--- config.mk ---
export PLATFORM = sky130hd
export DESIGN_NAME = sram_port_scheduler
export DESIGN_NICKNAME = d
export VERILOG_FILES = /design/src/rtl/sram_sched_pkg.sv /design/src/rtl/sram_tag_fifo.sv /design/src/rtl/sram_port_scheduler.sv
export SDC_FILE = /design/constraint.sdc
export NUM_CORES = 1
export LEC_CHECK = 0
export ABC_CLOCK_PERIOD_IN_PS = 4700
export CAP_MARGIN = 10
export CORE_ASPECT_RATIO = 1.25
export CORE_MARGIN = 10
export CORE_UTILIZATION = 38
export CTS_CLUSTER_DIAMETER = 120
export DETAILED_ROUTE_END_ITERATION = 6
export HOLD_SLACK_MARGIN = 0.1
export PLACE_DENSITY_LB_ADDON = 0.08
export SETUP_SLACK_MARGIN = 0.4
export SLEW_MARGIN = 20
export SYNTH_ARGS = -nofsm -noshare
export SYNTH_HDL_FRONTEND = slang
export SYNTH_SLANG_ARGS = --single-unit
--- constraint.sdc ---
create_clock -name sram_clock -period 4.7 [get_ports sram_clock]
set_input_delay 0.705 -clock sram_clock [delete_from_list [all_inputs] [get_ports sram_clock]]
set_output_delay 0.705 -clock sram_clock [all_outputs]
set_load 0.01 [all_outputs]
--- src/rtl/sram_sched_pkg.sv ---
// Shared constants for the SRAM port scheduler: port identifiers, default
// widths and the bit offsets of the packed {mask,addr,data} write command.
package sram_sched_pkg;

  localparam int DEF_ADDR_W          = 18;
  localparam int DEF_DATA_W          = 32;
  localparam int DEF_MASK_W          = 4;
  localparam int DEF_MAX_OUTSTANDING = 4;
  localparam int DEF_DFIFO_CREDITS   = 16;

  // Port ids, also the encoding reported on grant_state.
  localparam logic [2:0] PORT_IDLE = 3'd0;
  localparam logic [2:0] PORT_W0   = 3'd1;
  localparam logic [2:0] PORT_W1   = 3'd2;
  localparam logic [2:0] PORT_R0   = 3'd3;
  localparam logic [2:0] PORT_R1   = 3'd4;

  // Field offsets inside a write command word {mask, addr, data}.
  function automatic int cmd_data_lsb();
    return 0;
  endfunction

  function automatic int cmd_addr_lsb(input int data_w);
    return data_w;
  endfunction

  function automatic int cmd_mask_lsb(input int data_w, input int addr_w);
    return data_w + addr_w;
  endfunction

endpackage

--- src/rtl/sram_tag_fifo.sv ---
// One-bit-wide requester tag FIFO for reads in flight. Push and pop in the
// same cycle are both honoured: a pop frees the slot a full-FIFO push needs,
// and a pop on an empty FIFO is ignored. DEPTH must be a power of two >= 2.
module sram_tag_fifo
  import sram_sched_pkg::*;
#(
  parameter int DEPTH = DEF_MAX_OUTSTANDING
) (
  input  logic clk,
  input  logic rst_n,
  input  logic push,
  input  logic din,
  input  logic pop,
  output logic dout,
  output logic full,
  output logic empty
);

  localparam int AW = $clog2(DEPTH);
  localparam logic [AW:0] PTR_ONE = {{AW{1'b0}}, 1'b1};

  logic [DEPTH-1:0] mem;
  logic [AW:0]      wr_ptr;
  logic [AW:0]      rd_ptr;
  logic             do_push;
  logic             do_pop;

  assign empty   = (wr_ptr == rd_ptr);
  assign full    = (wr_ptr[AW] != rd_ptr[AW]) && (wr_ptr[AW-1:0] == rd_ptr[AW-1:0]);
  assign do_pop  = pop && !empty;
  assign do_push = push && (!full || do_pop);
  assign dout    = mem[rd_ptr[AW-1:0]];

  // Pointer update; the extra msb distinguishes full from empty.
  always_ff @(posedge clk or negedge rst_n) begin
    if (!rst_n) begin
      wr_ptr <= '0;
      rd_ptr <= '0;
    end else begin
      if (do_push) wr_ptr <= wr_ptr + PTR_ONE;
      if (do_pop)  rd_ptr <= rd_ptr + PTR_ONE;
    end
  end

  // Tag storage; contents are meaningless until written, so no reset.
  always_ff @(posedge clk) begin
    if (do_push) mem[wr_ptr[AW-1:0]] <= din;
  end

endmodule

--- src/rtl/sram_port_scheduler.sv ---
// Round-robin scheduler for the shared SRAM port (W0, W1, R0, R1) with
// tagged read-return routing and per-reader data-FIFO credits.
//
// Handshake: a command is held on sram_addr/sram_data_in/sram_write_mask
// while sram_addr_valid=1 and is consumed on a clock edge where
// sram_ready=1; outputs never change while valid=1 and ready=0. Source FIFOs
// are first-word-fall-through: wN/rN_valid means the head is present, and
// the rd_en pulse pops it in the same cycle the command is captured.
module sram_port_scheduler
  import sram_sched_pkg::*;
#(
  parameter int ADDR_W          = DEF_ADDR_W,
  parameter int DATA_W          = DEF_DATA_W,
  parameter int MASK_W          = DEF_MASK_W,
  parameter int MAX_OUTSTANDING = DEF_MAX_OUTSTANDING,
  parameter int DFIFO_CREDITS   = DEF_DFIFO_CREDITS
) (
  input  logic                            sram_clock,
  input  logic                            reset,
  input  logic                            w0_valid,
  input  logic [MASK_W+ADDR_W+DATA_W-1:0] w0_cmd,
  output logic                            w0_rd_en,
  input  logic                            w1_valid,
  input  logic [MASK_W+ADDR_W+DATA_W-1:0] w1_cmd,
  output logic                            w1_rd_en,
  input  logic                            r0_valid,
  input  logic [ADDR_W-1:0]               r0_addr,
  output logic                            r0_rd_en,
  input  logic                            r1_valid,
  input  logic [ADDR_W-1:0]               r1_addr,
  output logic                            r1_rd_en,
  input  logic                            r0_credit,
  input  logic                            r1_credit,
  output logic                            sram_addr_valid,
  input  logic                            sram_ready,
  output logic [ADDR_W-1:0]               sram_addr,
  output logic [DATA_W-1:0]               sram_data_in,
  output logic [MASK_W-1:0]               sram_write_mask,
  input  logic                            sram_data_out_valid,
  input  logic [DATA_W-1:0]               sram_data_out,
  output logic                            r0_data_wr_en,
  output logic                            r1_data_wr_en,
  output logic [DATA_W-1:0]               r_data,
  output logic [2:0]                      grant_state,
  output logic                            err_orphan_data
);

  localparam int DATA_LSB = cmd_data_lsb();
  localparam int ADDR_LSB = cmd_addr_lsb(DATA_W);
  localparam int MASK_LSB = cmd_mask_lsb(DATA_W, ADDR_W);
  localparam int CRED_W   = $clog2(DFIFO_CREDITS + 1);
  localparam logic [CRED_W-1:0] CRED_MAX = CRED_W'(DFIFO_CREDITS);
  localparam logic [CRED_W-1:0] CRED_ONE = {{(CRED_W-1){1'b0}}, 1'b1};

  localparam logic [0:0] ST_IDLE = 1'b0;
  localparam logic [0:0] ST_HOLD = 1'b1;

  // Internal port index: 0=W0, 1=W1, 2=R0, 3=R1 (bit 1 set means read).
  logic [0:0]        state;
  logic [1:0]        last_grant;
  logic [1:0]        held_port;
  logic [CRED_W-1:0] credits [2];
  logic [1:0]        cred_dec;
  logic [1:0]        cred_inc;
  logic [3:0]        elig;
  logic [1:0]        winner;
  logic              grant;
  logic              grant_read;
  logic              tag_full;
  logic              tag_empty;
  logic              tag_head;
  logic              tag_pop;
  logic [ADDR_W-1:0] next_addr;
  logic [DATA_W-1:0] next_data;
  logic [MASK_W-1:0] next_mask;

  // Readers need a free data-FIFO slot and a free tag slot to be eligible.
  always_comb begin
    elig[0] = w0_valid;
    elig[1] = w1_valid;
    elig[2] = r0_valid && (credits[0] != '0) && !tag_full;
    elig[3] = r1_valid && (credits[1] != '0) && !tag_full;
  end

  // First eligible port after last_grant; scanning downwards lets the nearest win.
  always_comb begin
    winner = last_grant;
    for (int k = 4; k >= 1; k--) begin
      if (elig[last_grant + 2'(k)]) winner = last_grant + 2'(k);
    end
  end

  assign grant      = reset && (elig != 4'b0000) && ((state == ST_IDLE) || sram_ready);
  assign grant_read = grant && winner[1];
  assign w0_rd_en   = grant && (winner == 2'd0);
  assign w1_rd_en   = grant && (winner == 2'd1);
  assign r0_rd_en   = grant && (winner == 2'd2);
  assign r1_rd_en   = grant && (winner == 2'd3);

  // Command selected for capture; reads carry mask 0 and data 0.
  always_comb begin
    next_addr = '0;
    next_data = '0;
    next_mask = '0;
    case (winner)
      2'd0: begin
        next_mask = w0_cmd[MASK_LSB +: MASK_W];
        next_addr = w0_cmd[ADDR_LSB +: ADDR_W];
        next_data = w0_cmd[DATA_LSB +: DATA_W];
      end
      2'd1: begin
        next_mask = w1_cmd[MASK_LSB +: MASK_W];
        next_addr = w1_cmd[ADDR_LSB +: ADDR_W];
        next_data = w1_cmd[DATA_LSB +: DATA_W];
      end
      2'd2:    next_addr = r0_addr;
      default: next_addr = r1_addr;
    endcase
  end

  // IDLE/HOLD control and the held command registers.
  always_ff @(posedge sram_clock or negedge reset) begin
    if (!reset) begin
      state           <= ST_IDLE;
      last_grant      <= 2'd3;
      held_port       <= 2'd0;
      sram_addr       <= '0;
      sram_data_in    <= '0;
      sram_write_mask <= '0;
    end else if (grant) begin
      state           <= ST_HOLD;
      last_grant      <= winner;
      held_port       <= winner;
      sram_addr       <= next_addr;
      sram_data_in    <= next_data;
      sram_write_mask <= next_mask;
    end else if ((state == ST_HOLD) && sram_ready) begin
      state           <= ST_IDLE;
      held_port       <= 2'd0;
      sram_addr       <= '0;
      sram_data_in    <= '0;
      sram_write_mask <= '0;
    end
  end

  assign sram_addr_valid = (state == ST_HOLD);
  assign grant_state     = (state == ST_HOLD) ? (PORT_W0 + {1'b0, held_port}) : PORT_IDLE;

  assign cred_dec = {grant_read && winner[0], grant_read && !winner[0]};
  assign cred_inc = {r1_credit, r0_credit};

  // Credit counters: grant takes one, credit pulse returns one, capped at the FIFO depth.
  always_ff @(posedge sram_clock or negedge reset) begin
    if (!reset) begin
      credits[0] <= CRED_MAX;
      credits[1] <= CRED_MAX;
    end else begin
      for (int i = 0; i < 2; i++) begin
        if (cred_dec[i] && !cred_inc[i]) begin
          credits[i] <= credits[i] - CRED_ONE;
        end else if (!cred_dec[i] && cred_inc[i] && (credits[i] != CRED_MAX)) begin
          credits[i] <= credits[i] + CRED_ONE;
        end
      end
    end
  end

  sram_tag_fifo #(
    .DEPTH (MAX_OUTSTANDING)
  ) u_tag_fifo (
    .clk   (sram_clock),
    .rst_n (reset),
    .push  (grant_read),
    .din   (winner[0]),
    .pop   (sram_data_out_valid),
    .dout  (tag_head),
    .full  (tag_full),
    .empty (tag_empty)
  );

  // Return data is steered by the oldest outstanding tag with no added latency.
  assign tag_pop       = sram_data_out_valid && !tag_empty;
  assign r0_data_wr_en = tag_pop && !tag_head;
  assign r1_data_wr_en = tag_pop && tag_head;
  assign r_data        = sram_data_out;

  // Sticky flag for data that arrives with nothing outstanding.
  always_ff @(posedge sram_clock or negedge reset) begin
    if (!reset) begin
      err_orphan_data <= 1'b0;
    end else if (sram_data_out_valid && tag_empty) begin
      err_orphan_data <= 1'b1;
    end
  end

endmodule
# [After elaboration in Yosys (flattened, before gate mapping)]
# Cells that the tools add are included.
# W data, S select, Z words.
[op_classes] add_sub_neg=10 n_lt_le_gt_ge=6 n_eq_ne=8 muxes=32 bitwise=1 n_reduce_logical=44
[op_table] operator="$mux W32" n=2
[op_table] operator="$pmux W32 S2" n=1
[op_table] operator="$pmux W18 S3" n=1
[op_table] operator="$mux W18" n=2
[op_table] operator="$logic_and A1 B1 Y1" n=27
[op_table] operator="$mux W5" n=4
[op_table] operator="$lt A2 B3 Y1 const B" n=5
[op_table] operator="$add A5 B1 Y5 const B" n=2
[op_table] operator="$mux W2" n=5
[op_table] operator="$ne A5 B5 Y1 const B" n=2
[op_table] operator="$reduce_bool A5 Y1" n=2
[op_table] operator="$sub A5 B1 Y5 const B" n=2
[op_table] operator="$bmux W1 S2" n=4
[op_table] operator="$logic_not A1 Y1" n=8
[op_table] operator="$mux W4" n=2
[op_table] operator="$pmux W4 S2" n=1
[op_table] operator="$mux W1" n=7
[op_table] operator="$add A3 B1 Y3 const B" n=2
[op_table] operator="$reduce_bool A2 Y1" n=3
[op_table] operator="$add A2 B2 Y2 const B" n=2
[op_table] operator="$bwmux W4" n=1
[op_table] operator="$eq A2 B2 Y1 const B" n=2
[op_table] operator="$reduce_bool A4 Y1" n=1
[op_table] operator="$add A1 B2 Y3 const A" n=1
[op_table] operator="other kinds (11)" n=12
[word_totals] ff_bits=80 inputBits=186 out_inout_bits=97 wordCells=113

# [Logic depth before layout (Yosys ltp)]
# Gate-level depths: netlist (run 1).
[depth] depth_word=16 ltp_mapped=13 depth_no_buf=11

# [Cells and area by module]
# A second synthesis (run 1) with hierarchy kept.
[unflattened] cells_unflattened=445 area_unflattened_um2=4669.5
[by_module_without_submodules] mod="sram_port_scheduler" instances=1 cells_per_inst=397 area_each_um2=4066.4 seq_area_each_um2=1756.7
[by_module_without_submodules] mod="sram_tag_fifo" instances=1 cells_per_inst=48 area_each_um2=603.1 seq_area_each_um2=270.3

# [Least setup slack after synthesis (run 1)]
# OpenSTA, ideal clock, no wires.
[synth_timing] path_type="reg2out" from="register credits[6] (netlist name)" to="output port w0_rd_en" arrival_time_ns=2.537 t_required_ns=3.995 slack_ns=1.458 stages_incl_launch_ff=11 path_buffers=4 cell_sequence="dfrtp_1 > buf_6 > or4_4 > o21ai_0 > o32ai_1 > a22oi_2 > buf_4 > nand2_1 > buf_2 > buf_2 > nor2_1"
[synth_via] elab_chain_cells=10 elab_cells_between_ends=17 cone_classes="9 x mux; 8 x reduce/logical"
[synth_lines] item="start: declaration" line_no="sram_port_scheduler.sv:62" source="logic [CRED_W-1:0] credits [2];"
[synth_lines] item="start signal: indexed assignment" line_no="sram_port_scheduler.sv:160" source="credits[i] <= credits[i] - CRED_ONE;"
[synth_lines] item="start signal: indexed assignment" line_no="sram_port_scheduler.sv:162" source="credits[i] <= credits[i] + CRED_ONE;"
[synth_lines] item="$reduce_bool A5 Y1 (*)" line_no="sram_port_scheduler.sv:81" source="elig[2] = r0_valid && (credits[0] != '0) && !tag_full;"
[synth_lines] item="$logic_and A1 B1 Y1 (*) (2 in a row)" line_no="sram_port_scheduler.sv:81"
[synth_lines] item="$bmux W1 S2" line_no="sram_port_scheduler.sv:89" source="if (elig[last_grant + 2'(k)]) winner = last_grant + 2'(k);"
[synth_lines] item="$mux W1 (implied by the code)" line_no="sram_port_scheduler.sv:89"
[synth_lines] item="$mux W2 (3 in a row)" line_no="sram_port_scheduler.sv:89"
[synth_lines] item="$logic_not A2 Y1" line_no="sram_port_scheduler.sv:95" source="assign w0_rd_en = grant && (winner == 2'd0);"
[synth_lines] item="$logic_and A1 B1 Y1 (*)" line_no="sram_port_scheduler.sv:95"
[synth_lines] item="end: declaration" line_no="sram_port_scheduler.sv:22" source="output logic w0_rd_en,"
# Every way passes the cells marked *; elsewhere a longest branch is shown, timed or not. The select of a mux whose other input is x is not followed.

# [Worst setup path after layout (run 1)]
# Ends and elaborated chain as after synthesis.

==> flow_results.org, run 1 <==
** Hold path
- The tightest min-delay check is of the input pin to async pin type.

** Synth
- For this run, the leading register cell type out of synthesis is sky130_fd_sc_hd__dfrtp_1.
- The number of nets handed over by synthesis was 586.
- Post-synthesis async set-or-reset flop share :: 0.950
- Most area-hungry cell type in the Yosys netlist :: sky130_fd_sc_hd__dfrtp_1
- Number of synthesized flops with an enable pin :: 4
- Yosys warnings :: 0
- Sequential-to-total area share from yosys stat :: 0.434
- In this run, synthesis produced a sequential element count of 80.
- Most area-consuming cells after synthesis :: sky130_fd_sc_hd__dfrtp_1, sky130_fd_sc_hd__mux4_2, sky130_fd_sc_hd__mux2i_1
- Mean area per synthesized cell :: around 12 µm²
- After synthesis, the netlist uses 60 different library cells.
- The share of synthesized area in the top cell type comes to 0.386.
- Summing every instance area after synthesis gives 4670 µm².
- The cell count after synthesis came out at between 300 and 400.

** Setup path
- The largest individual stage delay along the critical path comes from the cell sky130_fd_sc_hd__or4_4.
- CP required :: ~4.0 ns
- Kind of end point of the critical path :: primary output
- By startpoint and endpoint, the worst setup path is classified as register to primary output.
- Data on the critical path arrives at its endpoint at 3.11 ns.
- Highest fanout seen on the critical path :: 23
- For this run, the slowest stage of the critical path takes between 0.5 and 0.6 ns.
- Traced cell by cell, the critical path runs through or4_4, o21ai_0, a21boi_0, o211a_1, nand2_1, buf_4, nor2_1, clkdlybuf4s50_1.
- CP Launch Type :: register

** Clocking
- The cell sitting at the root of the clock tree is a sky130_fd_sc_hd__clkbuf_16.
- Total setup buffers inserted after CTS :: 0
- Clock latency reported for the late side of the worst-skew pair :: around 0.35 ns
- Maximum root-to-sink buffer count :: 2
- After clock tree synthesis, the flow added hold-fix buffers numbering 0.
- Resize count post-CTS :: 0
- Counting every sink on the clock net gives 80.
- Clock tree synthesis inserted a total of 9 buffers.
- TritonCTS built the clock tree.
- Clock-pin slew was measured on the worst setup and hold paths at around 0.060 ns.
- The H-tree generated during clock tree synthesis spans 3 levels.

** STA
- The max-slew violation count came to 0.
- For the pin with the worst max-slew slack, the measured transition is roughly 0.8 ns.
- Setup-violating endpoint count in the final report :: 0
- Fmax achieved :: 0.262 GHz
- Fin Clk Skew :: ~0.012 ns
- Setup repair after global routing left no endpoint under its margin.
- Setup Total Neg Slack :: 0 ns
- In this run the tightest slew margin relative to its limit is 0.459.
- Of the available clock period, the critical path in the final layout requires 0.812.
- Final Hold Vio Count :: 0
- The worst path in the final design needs a cycle of 3.81 ns, including I/O delays and setup.

** Global route
- Maximum number of pins on one net before global-route repair :: 66
- The via count of the first global-routing pass came to 4,182.
- Across every metal layer, demand over resource in global routing totals 0.173.
- The first global-routing pass estimated 23,400 µm of wire.
- The number of antenna violations at the first check in global routing came to 0.
- After global routing the overflow that remains totals 0.

** Power
- Switching power of the nets :: approximately 1700 µW
- Of the total power, combinational logic draws 0.545.
- For this design the ratio of total power to cell area is 626 nW/µm².
- Switching share of power :: 0.376
- For this design the static power due to leakage is 0.00296 µW.
- Reg power frac :: 0.291
- Of the total power, the clock network draws 0.164.
- Pint :: 2760 µW
- The design draws approximately 4400 µW.
- The worst-case IR drop observed on VDD is 319 µV.

** Floorplan
- Effective utilization at floorplan :: 0.386
- Measured along the y axis, the die boundary spans 144 µm.
- Die area :: 17,100 µm²
- The floorplan has 45 rows.
- IO Count :: 283
- The core region is 12,100 µm².
- Die width :: 119 µm

** Cells and area
- Nets :: 765
- Signed area change from the synthesized netlist to the final layout :: 51.4%
- 0 antenna diodes ended up in the layout.
- Fin util :: 0.584
- In the final layout, the share of cells above drive strength 1 is 0.108.

** Drt
- Across all layers, the routed design uses about 4,000 vias.
- In the routed layout, each cell is associated on average with a via count of about 5.4.
- Dividing the detail-routed wire length by the instance count gives around 21 µm.
- DR pass1 iterations :: 4
- The count of nets left with antenna violations once routing finished came out at 0.
- For this block, the initial DRC count from the detailed router was 150.
- Total detailed-routing wirelength :: 15,400 µm
- After detailed routing, the number of remaining DRC violations is 0.

** Placement
- At the end of routability-driven placement, the weighted congestion stood at 0.796.
- Detailed placer's ending HPWL :: 12,400 µm
- During placement, the flow inserted port buffers numbering 218.

** Job
- Across the run, the number of max-cap violations was 0.

** Status
- The run finished with clean final reports.
-- power by group through the flow --
| stage | Sequential [µW] | Combinational, µW | Clock (µW) |
|---|---|---|---|
| finish | 1290 | 2410 | 726 |
| global route | 1330 | 2620 | 776 |
| CTS | 1290 | 2460 | 742 |
| detailed placement | 1290 | 2460 | 0 |
| global placement | 1280 | 2420 | 0 |
| floorplan | 1340 | 1410 | 0 |
-- through the flow --
stage	std cells	cell area, µm²	setup WS (ns)	hold WS, ns
after detailed placement	722	6760	0.943	0.467
after floorplan	390	4670	1.46	0.409
final	738	7070	0.886	0.209
after CTS	738	7070	0.894	0.206
after global routing	738	7070	0.746	0.210
after global placement	722	6760	1.01	0.454
-- routing by layer --
layer	wire, µm	part of all wire	global-route usage	vias up
met5	0	0	0	-
met3	1430	0.093	0.0734	24
met2	7970	0.52	0.305	191
met1	5790	0.38	0.186	1919
met4	238	0.015	0.0476	0
li1	-	-	-	1820
-- final timing paths --
path                                             start  depth (start not counted)  slack, ns                          end
setup / recovery                credits[6]$_DFFE_PN0P_                          8       0.89                     w0_rd_en
hold / removal                                   reset                          1       0.21  err_orphan_data$_DFFE_PN0P_
setup reg to reg                credits[6]$_DFFE_PN0P_                         11       1.13       credits[4]$_DFFE_PN1P_
hold reg to reg            err_orphan_data$_DFFE_PN0P_                          1       0.47  err_orphan_data$_DFFE_PN0P_
max in group asynchronous                        reset                          2       3.44    sram_addr[15]$_DFFE_PN0P_
min in group sram_clock    err_orphan_data$_DFFE_PN0P_                          1       0.47  err_orphan_data$_DFFE_PN0P_
-- sequential cells by signal (all words and copies together) (netlist names), 2 cells and up --
name,cells
sram_data_in,32
sram_addr,18
credits,10
sram_write_mask,4
u_tag_fifo.mem,4
u_tag_fifo.rd_ptr,3
u_tag_fifo.wr_ptr,3
held_port,2
last_grant,2
-- worst max-delay path, delay by kind of cell (launching register included) --
kind / cells / cell delay (ns)
flops: 1 / 0.47
compound gates: 3 / 0.81
buf+inv: 2 / 0.77
simple gates: 3 / 0.71
-- synthesized netlist by cell type (3+ instances only) --
cell type,instances
sky130_fd_sc_hd__dfstp_2,4
sky130_fd_sc_hd__xnor2_1,12
sky130_fd_sc_hd__and2_1,3
sky130_fd_sc_hd__nand3_1,3
sky130_fd_sc_hd__a41o_1,3
sky130_fd_sc_hd__inv_1,12
sky130_fd_sc_hd__edfxtp_1,4
sky130_fd_sc_hd__buf_2,8
sky130_fd_sc_hd__a31o_2,3
sky130_fd_sc_hd__nand2_1,11
sky130_fd_sc_hd__mux2i_1,37
sky130_fd_sc_hd__a22o_1,20
sky130_fd_sc_hd__o2bb2ai_1,38
sky130_fd_sc_hd__o21ai_0,7
sky130_fd_sc_hd__clkbuf_1,10
sky130_fd_sc_hd__a21oi_1,4
sky130_fd_sc_hd__nor2_1,12
sky130_fd_sc_hd__and3_1,5
sky130_fd_sc_hd__a31oi_1,4
sky130_fd_sc_hd__buf_1,5
sky130_fd_sc_hd__mux2_2,3
sky130_fd_sc_hd__a22oi_1,3
sky130_fd_sc_hd__nor2b_1,3
sky130_fd_sc_hd__dfrtp_1,72
sky130_fd_sc_hd__mux4_2,19
sky130_fd_sc_hd__ha_1,10
sky130_fd_sc_hd__buf_4,34
sky130_fd_sc_hd__nand4_1,3
-- cells in the final DEF (no fill, tap or decap), drive strengths merged, types with 4 or more instances in the layout --
cell type      Yosys  routed
a21oi              4       4
a22o              20      20
a22oi              4       4
a31oi              4       4
and3               5       5
buf               48       9
clkbuf            10       9
clkdlybuf4s50      0     217
dfrtp             72      72
dfstp              4       4
edfxtp             4       4
ha                10      10
inv               12      17
mux2               4       4
mux2i             37      37
mux4              19      19
nand2             11      11
nor2              13      13
o21ai              7       7
o2bb2ai           38      38
xnor2             12      12
-- area by class of cell --
type / instances / area, µm²
Fill cell: 1048 / 5030
Timing Repair Buffer: 226 / 2240
Multi-Input combinational cell: 238 / 2240
Sequential cell: 80 / 2030
Clock buffer: 9 / 225
Tap cell: 164 / 205
Clock inverter: 7 / 82.6
Inverter: 14 / 53.8
-- cells by family (layout without fill, tap and decap cells) --
family	count (synthesis)	in the layout	share of synthesized area
AO/OA/AOI/OAI	106	106	0.189
flip-flops	80	80	0.434
buffers and inverters	72	256	0.0892
multiplexers	60	60	0.181
AND/OR/NAND/NOR	49	49	0.0549
XOR/XNOR	13	13	0.0244
adder cells (fa/ha/maj)	10	10	0.0268
Power figures use the tool's default switching activity.
==> run 2, diff against run 1 <==
--- a/config.mk
+++ b/config.mk
@@ -5,11 +5,11 @@
 export SDC_FILE = /design/constraint.sdc
 export NUM_CORES = 1
 export LEC_CHECK = 0
-export ABC_CLOCK_PERIOD_IN_PS = 4700
+export ABC_CLOCK_PERIOD_IN_PS = 3100
 export CAP_MARGIN = 10
 export CORE_ASPECT_RATIO = 1.25
 export CORE_MARGIN = 10
-export CORE_UTILIZATION = 38
+export CORE_UTILIZATION = 34
 export CTS_CLUSTER_DIAMETER = 120
 export DETAILED_ROUTE_END_ITERATION = 6
 export HOLD_SLACK_MARGIN = 0.1
==> constraint.sdc (replaced) <==
create_clock -name sram_clock -period 3.1 [get_ports sram_clock]
set_input_delay 0.465 -clock sram_clock [delete_from_list [all_inputs] [get_ports sram_clock]]
set_output_delay 0.465 -clock sram_clock [all_outputs]
set_load 0.01 [all_outputs]
==> run 2 against run 1 <==
- the flow now finishes with violations (negative setup slack)
- clock power increased by 39%
- global-route usage down 1.3 points
- first-iteration DRC count increased by 11%
- sequential share of layout area shrank 2.1 points
- register-to-register slack lost 1.2 ns
- wire length increased by 6.9%
- worst hold slack worse by 0.022 ns
- core utilization shrank 1.1 points
- flip-flop and latch count stayed put
- critical path type is now register to register
- critical endpoint is now credits[4]$_DFFE_PN1P_
- largest power group unchanged
- highest routed layer unchanged
==> flow_results.org, run 2 (synthesis results as in run 1) <==
** Placement
- Post-placement cell area :: 6990 µm² (+3.4%)
- Detailed placer's ending HPWL :: 12,700 µm (+2.6%)
- Count of port buffers added during placement :: 218 (unchanged)
- Final RePlAce weighted congestion :: 0.841 (+5.6%)
- The number of cells after detailed placement was 756 (+4.7%).

** Cells and area
- The number of antenna diodes was 0 (unchanged).
- Layout cells sized above 1 :: 0.218 (+0.110)
- Registers with the most flip-flops :: sram_data_in (32), sram_addr (18), credits (10)
- In the layout the commonest cells are sky130_fd_sc_hd__clkdlybuf4s50_1, sky130_fd_sc_hd__dfrtp_1, sky130_fd_sc_hd__buf_4.
- The final standard cell utilization of the core is 0.573 (-0.0115).
- The net total in the final layout is 811 (+6.0%).
- The library cell used most frequently in the layout, excluding fill and tap cells, is sky130_fd_sc_hd__clkdlybuf4s50_1.
- Post-Layout Cell Count :: 791 (+7.2%)
- Largest register by flop count :: sram_data_in
- Final instance area :: 7640 µm² (+8.1%)
- From synthesis to final layout, the design area changed by 63.7%.
- The flip-flop count of the largest register, all copies and words added was 32 (unchanged).
- The number of fill cells is 1,125 (+7.3%).

** Floorplan
- The number of ports placed on the die boundary was 283 (unchanged).
- The starting density of the core is 0.350 (-0.0359).
- Die area :: 18,900 µm² (+9.9%)
- Row Count :: 47 (+4.4%)
- The placeable core region was 13,300 µm² (+10%).
- The die width is 125 µm (+4.8%).
- The die height is 151 µm (+4.9%).

** Drt
- The via count was 4,079 (+3.2%).
- Total detailed-routing wirelength :: 16,500 µm (+6.9%)
- The residual DRC count was 0 (unchanged).
- The post-detailed-route wirelength per cell came to 20.8 µm (-0.25%).
- The detailed-router iteration count before antenna repair is 5 (+1).
- The via count normalized by instance count came to 5.16 (-3.8%).
- Antenna violation net count after detailed routing :: 0 (unchanged)
- The number of DRC markers in iteration 0 came to 167 (+11%).

** STA
- The normalized max-slew margin was 0.579 (+0.120).
- The max-slew violation count is 0 (unchanged).
- The accumulated negative setup slack was -0.0787 ns (-0.0787 ns).
- Fmax achieved :: 0.315 GHz
- Setup-violating endpoint count in the final report :: 1 (+1)
- Dividing the final minimum period by the clock period gives 1.03.
- Fin worst setup slack :: -0.0787 ns (-0.964 ns)
- Worst hold slack :: 0.187 ns (-0.0217 ns)
- The slew of the pin with the lowest slew margin is 0.632 ns (-0.180 ns).
- The clock skew is 0.00951 ns (-0.00209 ns).
- After layout, the minimum clock period comes to 3.18 ns.
- Setup repair after global routing could not meet its margin everywhere.
- The number of failing hold endpoints at the final stage is 0 (unchanged).

** Power
- The leakage dissipation was 0.00324 µW (+9.4%).
- The worst vdd rail ir drop was 503 µV (+58%).
- Power Dens Cells :: 986 nW/µm² (+58%)
- Share of total power in combinational logic :: 0.616 (+0.071)
- The switching power of the nets was 2800 µW (+68%).
- Reg power frac :: 0.249 (-0.042)
- Pint :: 4740 µW (+72%)
- Clock network power share :: 0.134 (-0.030)
- Switching share of power :: 0.371 (-0.00474)

** Clocking
- The clock tree buffer depth was 2 (unchanged).
- The number of buffers created by CTS is 9 (unchanged).
- The total number of H-tree levels is 3 (unchanged).
- TritonCTS built the clock tree.
- The number of buffers added to fix hold violations after cts was 0 (unchanged).
- The sink count of the clock tree was 80 (unchanged).
- Root buffer selected by CTS :: sky130_fd_sc_hd__clkbuf_16
- Clock-pin slew reported for the worst setup and hold paths after clock tree synthesis :: 0.07 ns (about the same)
- The source-to-sink clock delay at the later pin of the worst-skew pair is 0.33 ns (-0.02 ns).

** Setup path
- In this design, the largest share of critical-path delay is due to simple AND/OR/NAND/NOR gates.
- Register-to-Register Path Depth :: 11 (unchanged)
- The worst setup path is captured at a register.
- The signal on the critical path passes through or4_4, o211a_1, a221o_1, o211a_2, or4_4, xnor2_2, ha_2, or3_1, a21oi_2, o2bb2ai_1, mux2i_1.
- The endpoint identified for the worst register-to-register timing path is credits[4]$_DFFE_PN1P_.
- Crit path max-delay cell type :: sky130_fd_sc_hd__or4_4
- The data arrival time at the worst-slack endpoint is 3.44 ns (+0.33 ns).
- The highest net fanout along the worst path came to 3 (-87%).
- The sum of buffers and inverters on the critical path is 0 (-2).
- Stage delay of the slowest cell on the critical path :: 0.55 ns (+0.03 ns)
- Among the stages of the critical path, the cell type that occurs most often is sky130_fd_sc_hd__or4_4.
- Startpoint of the worst-slack reg-to-reg timing path :: credits[7]$_DFFE_PN0P_
- The worst reg-to-reg setup slack was -0.08 ns (-1.21 ns).
- The setup path with the least slack is of type register to register.
- STA classifies the critical path startpoint as a register.
- CP required :: 3.36 ns (-0.63 ns)

** Global route
- The overall global routing resource usage is 0.160 (-0.0128).
- The number of antenna violations at the first check in global routing was 0 (unchanged).
- Number of global-route vias before repair :: 4,400 (+5.2%)
- The total global routing overflow was 0 (unchanged).
- The largest net degree at the start of global routing came to 49 (-26%).
- First-pass GRT wire length :: 24,400 µm (+4.2%)

** Job
- The total of max-cap violations came to 0 (unchanged).

** Status
- Outcome :: finished with violations
- Violated checks :: negative setup slack

** Hold path
- Hold crit path type :: input pin to async pin
run 2: how the worst max path moves through the flow:
| stage | startpoint | end | slack, ns | depth (start not counted) |
|---|---|---|---|---|
| after detailed placement | credits[7]$_DFFE_PN0P_ | credits[4]$_DFFE_PN1P_ | -0.22 | 11 |
| after floorplan | credits[6]$_DFFE_PN0P_ | credits[4]$_DFFE_PN1P_ | -0.08 | 12 |
| after global placement | w1_valid | credits[4]$_DFFE_PN1P_ | -0.16 | 12 |
| after CTS | credits[7]$_DFFE_PN0P_ | credits[4]$_DFFE_PN1P_ | -0.04 | 11 |
| final | credits[7]$_DFFE_PN0P_ | credits[4]$_DFFE_PN1P_ | -0.08 | 11 |
| after global routing | credits[7]$_DFFE_PN0P_ | credits[4]$_DFFE_PN1P_ | -0.17 | 11 |
run 2: metal layers:
layer	GRT usage	part of all wire	vias to the layer above
met5	0	0	-
met4	0.0502	0.011	0
li1	-	-	1920
met3	0.0503	0.069	21
met2	0.287	0.53	174
met1	0.178	0.39	1964
run 2: worst reg2reg max path, delay by kind of cell, from the launching register on:
family	cells	cell delay, ns
AND/OR/NAND/NOR	3	1.33
multiplexers	1	0.08
flip-flops	1	0.38
adder cells (fa/ha/maj)	1	0.18
XOR/XNOR	1	0.16
AO/OA/AOI/OAI	5	0.98
run 2: layout make-up:
cell class	instances	area [µm²]	share of cell area
timing repair buffer	272	2690	0.352
multi-input combinational	238	2370	0.310
sequential	80	2030	0.265
clock buffer	9	225	0.0295
tap	171	214	0.0280
clock inverter	7	60.1	0.00786
inverter	14	57.6	0.00753
run 2: what timing repair did:
action / CTS / global route
resized for setup: 18 / 46
endpoints found under the setup margin: 67 / 67
cloned: 0 / 3
setup buffers: 2 / 14
pin swaps: 4 / 7
run 2: metrics by stage:
stage                     worst slack (ns)  power (µW)
after floorplan                    -0.0841        4200
final                              -0.0787        7540
after global routing                -0.171        8030
after global placement              -0.160        5870
after CTS                          -0.0430        7040
after detailed placement            -0.215        5940
run 2: power groups by stage:
stage          clock, µW  combinational [µW]  sequential (µW)
3_5_place_dp           0                4050             1890
4_1_cts             1050                4120             1870
3_3_place_gp           0                4000             1870
5_1_grt             1100                4990             1940
6_report            1010                4650             1880
2_1_floorplan          0                2170             2030
==> run 3, diff against run 2 <==
--- a/config.mk
+++ b/config.mk
@@ -8,12 +8,12 @@
 export ABC_CLOCK_PERIOD_IN_PS = 3100
 export CAP_MARGIN = 10
 export CORE_ASPECT_RATIO = 1.25
-export CORE_MARGIN = 10
+export CORE_MARGIN = 3
 export CORE_UTILIZATION = 34
 export CTS_CLUSTER_DIAMETER = 120
 export DETAILED_ROUTE_END_ITERATION = 6
 export HOLD_SLACK_MARGIN = 0.1
-export PLACE_DENSITY_LB_ADDON = 0.08
+export PLACE_DENSITY = 0.73
 export SETUP_SLACK_MARGIN = 0.4
 export SLEW_MARGIN = 20
 export SYNTH_ARGS = -nofsm -noshare
==> run 3 against run 2 <==
- fmax is 0.78% higher
- critical path type unchanged
- the run still ends with negative setup slack left
- largest power group unchanged
- worst hold slack got worse by 0.052 ns
- via count rose by 4.4%
- first-iteration DRC count increased by 88%
- non-clock buffer count rose by 3
- wire length down 8.8%
==> flow_results.org, run 3 (synthesis results as in run 1) <==
** Status
- Outcome :: finished with violations
- Violated checks :: negative setup slack

** STA
- Ratio of final minimum period to clock period :: 1.02 (-0.00796)
- The normalized max-slew margin came to 0.538 (-0.0404).
- The count of final setup violators is 2 (+1).
- Measured slew at the worst slew-check pin :: 0.692 ns (+0.0606 ns)
- Minimum period implied by the final worst setup slack :: 3.15 ns (-0.0247 ns)
- Setup repair after global routing could not meet its margin everywhere.
- Fin worst setup slack :: -0.0540 ns (+0.0247 ns)
- The clock skew came to 0.00705 ns (-0.00246 ns).
- Final Hold Vio Count :: 0 (unchanged)
- The accumulated negative setup slack is -0.0549 ns (+0.0238 ns).
- Max-slew violation count :: 0 (unchanged)
- The worst hold margin came to 0.135 ns (-0.0523 ns).
- The fmax is 0.317 GHz (+0.78%).

** Power
- Maximum VDD drop :: 632 µV (+26%)
- Power Dens Cells :: 1010 nW/µm² (+2.3%)
- The leakage dissipation was 0.00329 µW (+1.5%).

** Setup path
- STA classifies the critical path endpoint as a register.
- The highest net fanout along the worst path came to 3 (unchanged).
- CP Launch Type :: register
- CP required :: 3.37 ns (about the same)
- Arrival time of data at the critical path endpoint :: 3.42 ns (-0.02 ns)
- Critical setup path kind :: register to register

** Job
- Max-capacitance violation count :: 0 (unchanged)

** Clocking
- Root buffer selected by CTS :: sky130_fd_sc_hd__clkbuf_16
- The clock tree buffer depth was 2 (unchanged).
- The number of buffers added to fix hold violations after cts came to 0 (unchanged).
- Number of buffers inserted during clock tree synthesis :: 9 (unchanged)
- The source-to-sink clock delay at the later pin of the worst-skew pair is 0.34 ns (about the same).
- Clock tree from TritonCTS :: yes
- The clock-pin slew on the worst setup and hold paths was 0.06 ns (about the same).
- The sink count of the clock tree came to 80 (unchanged).
- Total number of H-tree levels :: 3 (unchanged)

** Floorplan
- Effective utilization at floorplan :: 0.350 (unchanged)
- Die area :: 15,200 µm² (-19%)
- The number of placement rows came to 47 (unchanged).
- The die height is 137 µm (-9.3%).
- The die width was 111 µm (-11%).
- The placeable core region came to 13,300 µm² (unchanged).
- IO Count :: 283 (unchanged)

** Cells and area
- Number of flip-flops under the largest register name :: 32 (unchanged)
- Registers with the most flip-flops :: sram_data_in (32), sram_addr (18), credits (10)
- Diode count :: 0 (unchanged)
- Compared with the post-synthesis result, the final layout area differs by 67.9%.
- The library cell used most frequently in the layout, excluding fill and tap cells, is sky130_fd_sc_hd__clkdlybuf4s50_1.
- Counting flops per register, the top entry is sram_data_in.
- Layout cells sized above 1 :: 0.236 (+0.0182)
- Commonest non-fill, non-tap cells in the layout :: sky130_fd_sc_hd__clkdlybuf4s50_1, sky130_fd_sc_hd__dfrtp_1, sky130_fd_sc_hd__buf_4
- The net total in the final layout came to 814 (+0.37%).

** Global route
- The total global routing overflow is 0 (unchanged).
- Aggregate global-route resource usage :: 0.188 (+0.0281)
- The largest net degree at the start of global routing was 56 (+14%).
- The number of antenna violations at the first check in global routing came to 0 (unchanged).
- The via count of the first global-routing pass is 4,448 (+1.1%).
- First-pass GRT wire length :: 22,600 µm (-7.2%)

** Placement
- The number of buffers inserted by port buffering came to 218 (unchanged).
- The setup slack after placement was -0.259 ns (-0.0441 ns).
- The HPWL after detailed placement was 10,900 µm (-14%).
- Final RePlAce weighted congestion :: 0.871 (+3.6%)

** Drt
- Total DRC errors in the routed layout :: 0 (unchanged)
- The via count came to 4,260 (+4.4%).
- The detailed-router iteration count before antenna repair is 4 (-1).
- DRT iter0 DRCs :: 314 (+88%)
- The post-detailed-route wirelength per cell came to 18.9 µm (-9.1%).
- Ratio of routed vias to standard cells :: 5.37 (+4.0%)
- Antenna violation net count after detailed routing :: 0 (unchanged)
- Total detailed-routing wirelength :: 15,000 µm (-8.8%)

** Hold path
- Hold crit path type :: input pin to async pin
## run 3: changes by cell type in the layout (fill, tap and decap cells not counted), sizes merged
cell      previous run  this run
clkinvlp             2         1
bufinv               0         1
clkbuf              12        10
inv                 16        15
clkinv               3         4
buf                 56        61
## run 3: power breakdown
group | total (µW) | internal, µW | switching (µW)
Sequential | 1890 | 1570 | 324
Combinational | 4930 | 2850 | 2090
Clock | 1080 | 633 | 452
Total | 7910 | 5050 | 2860
## run 3: per-stage QoR
stage	utilization	cell area (µm²)	power [µW]	instances
global placement	0.522	6970	5730	755
CTS	0.560	7470	7340	778
detailed placement	0.522	6970	5860	755
finish	0.587	7840	7910	794
global route	0.587	7840	8380	794
floorplan	-	4680	4200	390
## run 3: final timing paths
| path | end | cells after the start | slack, ns | startpoint |
|---|---|---|---|---|
| max | credits[4]$_DFFE_PN1P_ | 11 | -0.05 | credits[5]$_DFFE_PN0P_ |
| min | credits[1]$_DFFE_PN0P_ | 2 | 0.13 | reset |
| max reg2reg | credits[4]$_DFFE_PN1P_ | 11 | -0.05 | credits[5]$_DFFE_PN0P_ |
| min reg2reg | err_orphan_data$_DFFE_PN0P_ | 1 | 0.48 | err_orphan_data$_DFFE_PN0P_ |
| max in group asynchronous | sram_write_mask[1]$_DFFE_PN0P_ | 2 | 2.34 | reset |
| min in group sram_clock | err_orphan_data$_DFFE_PN0P_ | 1 | 0.48 | err_orphan_data$_DFFE_PN0P_ |
## run 3: metal layers
metal / global-route usage / part of all wire / vias up / wire [µm]
li1: - / - / 1927 / -
met1: 0.195 / 0.35 / 2072 / 5230
met2: 0.339 / 0.54 / 217 / 8080
met3: 0.0725 / 0.084 / 44 / 1270
met4: 0.0842 / 0.031 / 0 / 465
met5: 0 / 0 / - / 0
## run 3: critical path, stage by stage (launching register included)
cell,delay (ns)
sky130_fd_sc_hd__dfrtp_1,0.37
sky130_fd_sc_hd__or4_4,0.55
sky130_fd_sc_hd__o211a_1,0.22
sky130_fd_sc_hd__a221o_1,0.31
sky130_fd_sc_hd__o211a_2,0.13
sky130_fd_sc_hd__or4_4,0.45
sky130_fd_sc_hd__xnor2_1,0.15
sky130_fd_sc_hd__ha_2,0.18
sky130_fd_sc_hd__or3_4,0.34
sky130_fd_sc_hd__a21oi_4,0.16
sky130_fd_sc_hd__a21boi_2,0.07
sky130_fd_sc_hd__mux2i_1,0.13
## run 3: cell type report
class	count	area, µm²
fill	1101	5510
sequential	80	2030
inverter	14	57.6
clock buffer	9	225
timing repair buffer	275	2780
multi-input combinational	238	2460
tap	171	214
clock inverter	7	77.6
## run 3: what timing repair did
item | in CTS | in global routing
cloned | 2 | 2
endpoints found under the setup margin | 70 | 49
endpoints found under the hold margin | 0 | 0
buffers inserted | 5 | 14
resized for setup | 34 | 53
pin swaps | 5 | 21
==> edit (flow settings as in run 3) <==
Change the package constant `DEF_DFIFO_CREDITS` from 16 to 32.
--- a/src/rtl/sram_sched_pkg.sv
+++ b/src/rtl/sram_sched_pkg.sv
@@ -8,3 +8,3 @@
   localparam int DEF_MAX_OUTSTANDING = 4;
-  localparam int DEF_DFIFO_CREDITS   = 16;
+  localparam int DEF_DFIFO_CREDITS   = 32;
 
Behaviour: same outputs for any inputs over 4 cycles, from zero or initial values and one cycle with reset low; that may be too few to reach the edited logic, so the function may still have changed.
==> edit against run 3 <==
  * The run still ends with setup timing left
  * Setup slack got worse by 0.27 ns
  * Cell area is 18% higher
  * Hold slack improved by 0.079 ns
  * Utilization up 4.8 points
  * Critical path depth grew 4
  * Area after synthesis up 9.3%
  * Total power is 27% higher
  * Sequential cell count up 2
  * Clock power up 14%
  * Routed wire length is 38% higher
  * Die area is 8.8% higher
==> edit: results (changes against run 3) <==
{| class="wikitable"
! Metric !! Value
|-
| Slew headroom || 65.9% (was 53.8%)
|-
| Registers with the most flip-flops || sram_data_in x32, sram_addr x18, credits x12 (was sram_data_in x32, sram_addr x18, credits x10)
|-
| Share of synthesized registers carrying an async set or reset || 95.1% (was 95.0%)
|-
| Worst IR drop on VDD || 495 µV (was 632 µV)
|-
| Placed wire-length estimate || 12600 µm (was 10900 µm)
|-
| Final setup viols || 8 (was 2)
|-
| Worst setup slack after placement || -0.221 ns (was -0.259 ns)
|-
| Multiplexer fraction of the synthesized cell area || 14.8% (was 18.1%)
|-
| Status || complete, but fails checks (unchanged)
|-
| First-pass detailed-route iteration total || 5 (was 4)
|-
| Adder-Cell Fraction of Synth Area || 1.96% (was 2.68%)
|-
| Average detailed-routed wire length per instance || 23.0 µm (was 18.9 µm)
|-
| Clock skew || 0.0113 ns (was 0.00705 ns)
|-
| Leading post-synthesis cells by instance count || sky130_fd_sc_hd__dfrtp_1, sky130_fd_sc_hd__mux2i_1, sky130_fd_sc_hd__buf_4, sky130_fd_sc_hd__o2bb2ai_1, sky130_fd_sc_hd__nand2_1 (was sky130_fd_sc_hd__dfrtp_1, sky130_fd_sc_hd__o2bb2ai_1, sky130_fd_sc_hd__mux2i_1, sky130_fd_sc_hd__buf_4, sky130_fd_sc_hd__a22o_1)
|-
| Endpoint of the worst-slack reg-to-reg timing path || credits[10]$_DFFE_PN0P_ (was credits[4]$_DFFE_PN1P_)
|-
| Fraction of layout cells with a size suffix above 1 || 27.6% (was 23.6%)
|-
| Crit path arrival time || 3.65 ns (was 3.42 ns)
|-
| Sequential share of the synthesized area || 40.7% (was 43.4%)
|-
| Number of nets produced by synthesis || 678 (was 586)
|-
| Filler instances || 1020 (was 1101)
|-
| Iteration-0 DRC Markers || 272 (was 314)
|-
| Via count of the first global-routing pass || 5237 (was 4448)
|-
| Slowest cell delay on critical path || 0.57 ns (was 0.55 ns)
|-
| Startpoint of the lowest-slack register-to-register path || credits[1]$_DFFE_PN0P_ (was credits[5]$_DFFE_PN0P_)
|-
| Number of vias per cell after detailed routing || 5.69 (was 5.37)
|-
| Final estimated routing congestion in global placement || 0.865 (was 0.871)
|-
| Overall track demand over capacity in global routing || 21.4% (was 18.8%)
|-
| Wire length of the first global-routing pass || 27400 µm (was 22600 µm)
|-
| Post-layout worst setup margin || -0.321 ns (was -0.0540 ns)
|-
| Synthesized-area fraction occupied by xor and xnor cells || 1.54% (was 2.44%)
|-
| Share of the synthesized area in compound gates (AO/OA/AOI/OAI) || 17.4% (was 18.9%)
|-
| Largest driver fanout on the critical path || 4 (was 3)
|-
| Post-layout net count || 914 (was 814)
|-
| Pin count of the biggest net entering global routing || 81 (was 56)
|-
| Violations in the final reports || setup timing (unchanged)
|-
| Leak || 3.80 nW (was 3.29 nW)
|-
| Count of cells along the worst register-to-register path || 15 (was 11)
|-
| Most instantiated flip-flop cell in the synthesis netlist || sky130_fd_sc_hd__dfrtp_1 (unchanged)
|}
==> edit: cell types whose count changed after synthesis, sizes merged, moves of 8 or more <==
cell,delta
mux2i,+35
mux4,-18
a22o,-20
nand3,+22
nand2,+20
buf,+11
o221ai,+18
and2,+9
nor2,+8
==> edit: kinds of logic (layout without fill, tap and decap cells) <==
group,count (synthesis),after routing
buffers and inverters,78,319
adder cells (fa/ha/maj),8,8
XOR/XNOR,9,9
multiplexers,74,74
AO/OA/AOI/OAI,100,100
AND/OR/NAND/NOR,133,133
flip-flops,82,82
==> edit: metrics by stage <==
stage	util (%)	hold slack, ns	cell area (µm²)	setup TNS, ns	std cells
3_5_place_dp	50.6	0.463	7360	-1.05	848
4_1_cts	55.6	0.466	8080	-0.805	878
6_report	63.5	0.214	9230	-1.43	903
3_3_place_gp	50.6	0.468	7360	-0.306	848
5_1_grt	63.5	0.242	9230	-2.35	903
2_1_floorplan	-	0.169	5140	-0.202	484
==> edit: timing repair <==
action / CTS / global route
endpoints found under the setup margin: 62 / 79
setup buffers: 9 / 12
gates resized for setup: 65 / 119
gates cloned: 5 / 12
pin swaps: 9 / 17
==> edit: routing by layer <==
metal	global-route usage [%]	wire length [µm]
met3	4.49	1370
met2	38.8	11100
met5	0	0
met4	8.53	479
met1	24.2	7760
==> edit: how the worst max path moves through the flow <==
stage	from	end	slack, ns	depth (start not counted)
2_1_floorplan	credits[1]$_DFFE_PN0P_	credits[10]$_DFFE_PN0P_	-0.09	13
6_report	credits[1]$_DFFE_PN0P_	credits[10]$_DFFE_PN0P_	-0.32	15
4_1_cts	credits[3]$_DFFE_PN0P_	credits[10]$_DFFE_PN0P_	-0.19	14
5_1_grt	credits[1]$_DFFE_PN0P_	credits[10]$_DFFE_PN0P_	-0.43	15
3_5_place_dp	r1_valid	credits[2]$_DFFE_PN0P_	-0.22	12
3_3_place_gp	w0_valid	credits[2]$_DFFE_PN0P_	-0.12	11
==> edit: area by class of cell <==
type | instances | share of cell area, %
Timing Repair Buffer | 296 | 35.1
Clock inverter | 3 | 0.745
Inverter | 7 | 0.285
Sequential cell | 82 | 22.5
Multi-Input combinational cell | 324 | 36.0
Tap cell | 178 | 2.41
Clock buffer | 13 | 2.94
==> edit: power by group <==
part / total [W] / switching (W) / leakage, nW / internal (W)
logic: 0.00677 / 0.00309 / 2.61 / 0.00367
clock network: 0.00123 / 0.000447 / 0.165 / 0.000779
registers: 0.00207 / 0.000474 / 1.02 / 0.00160
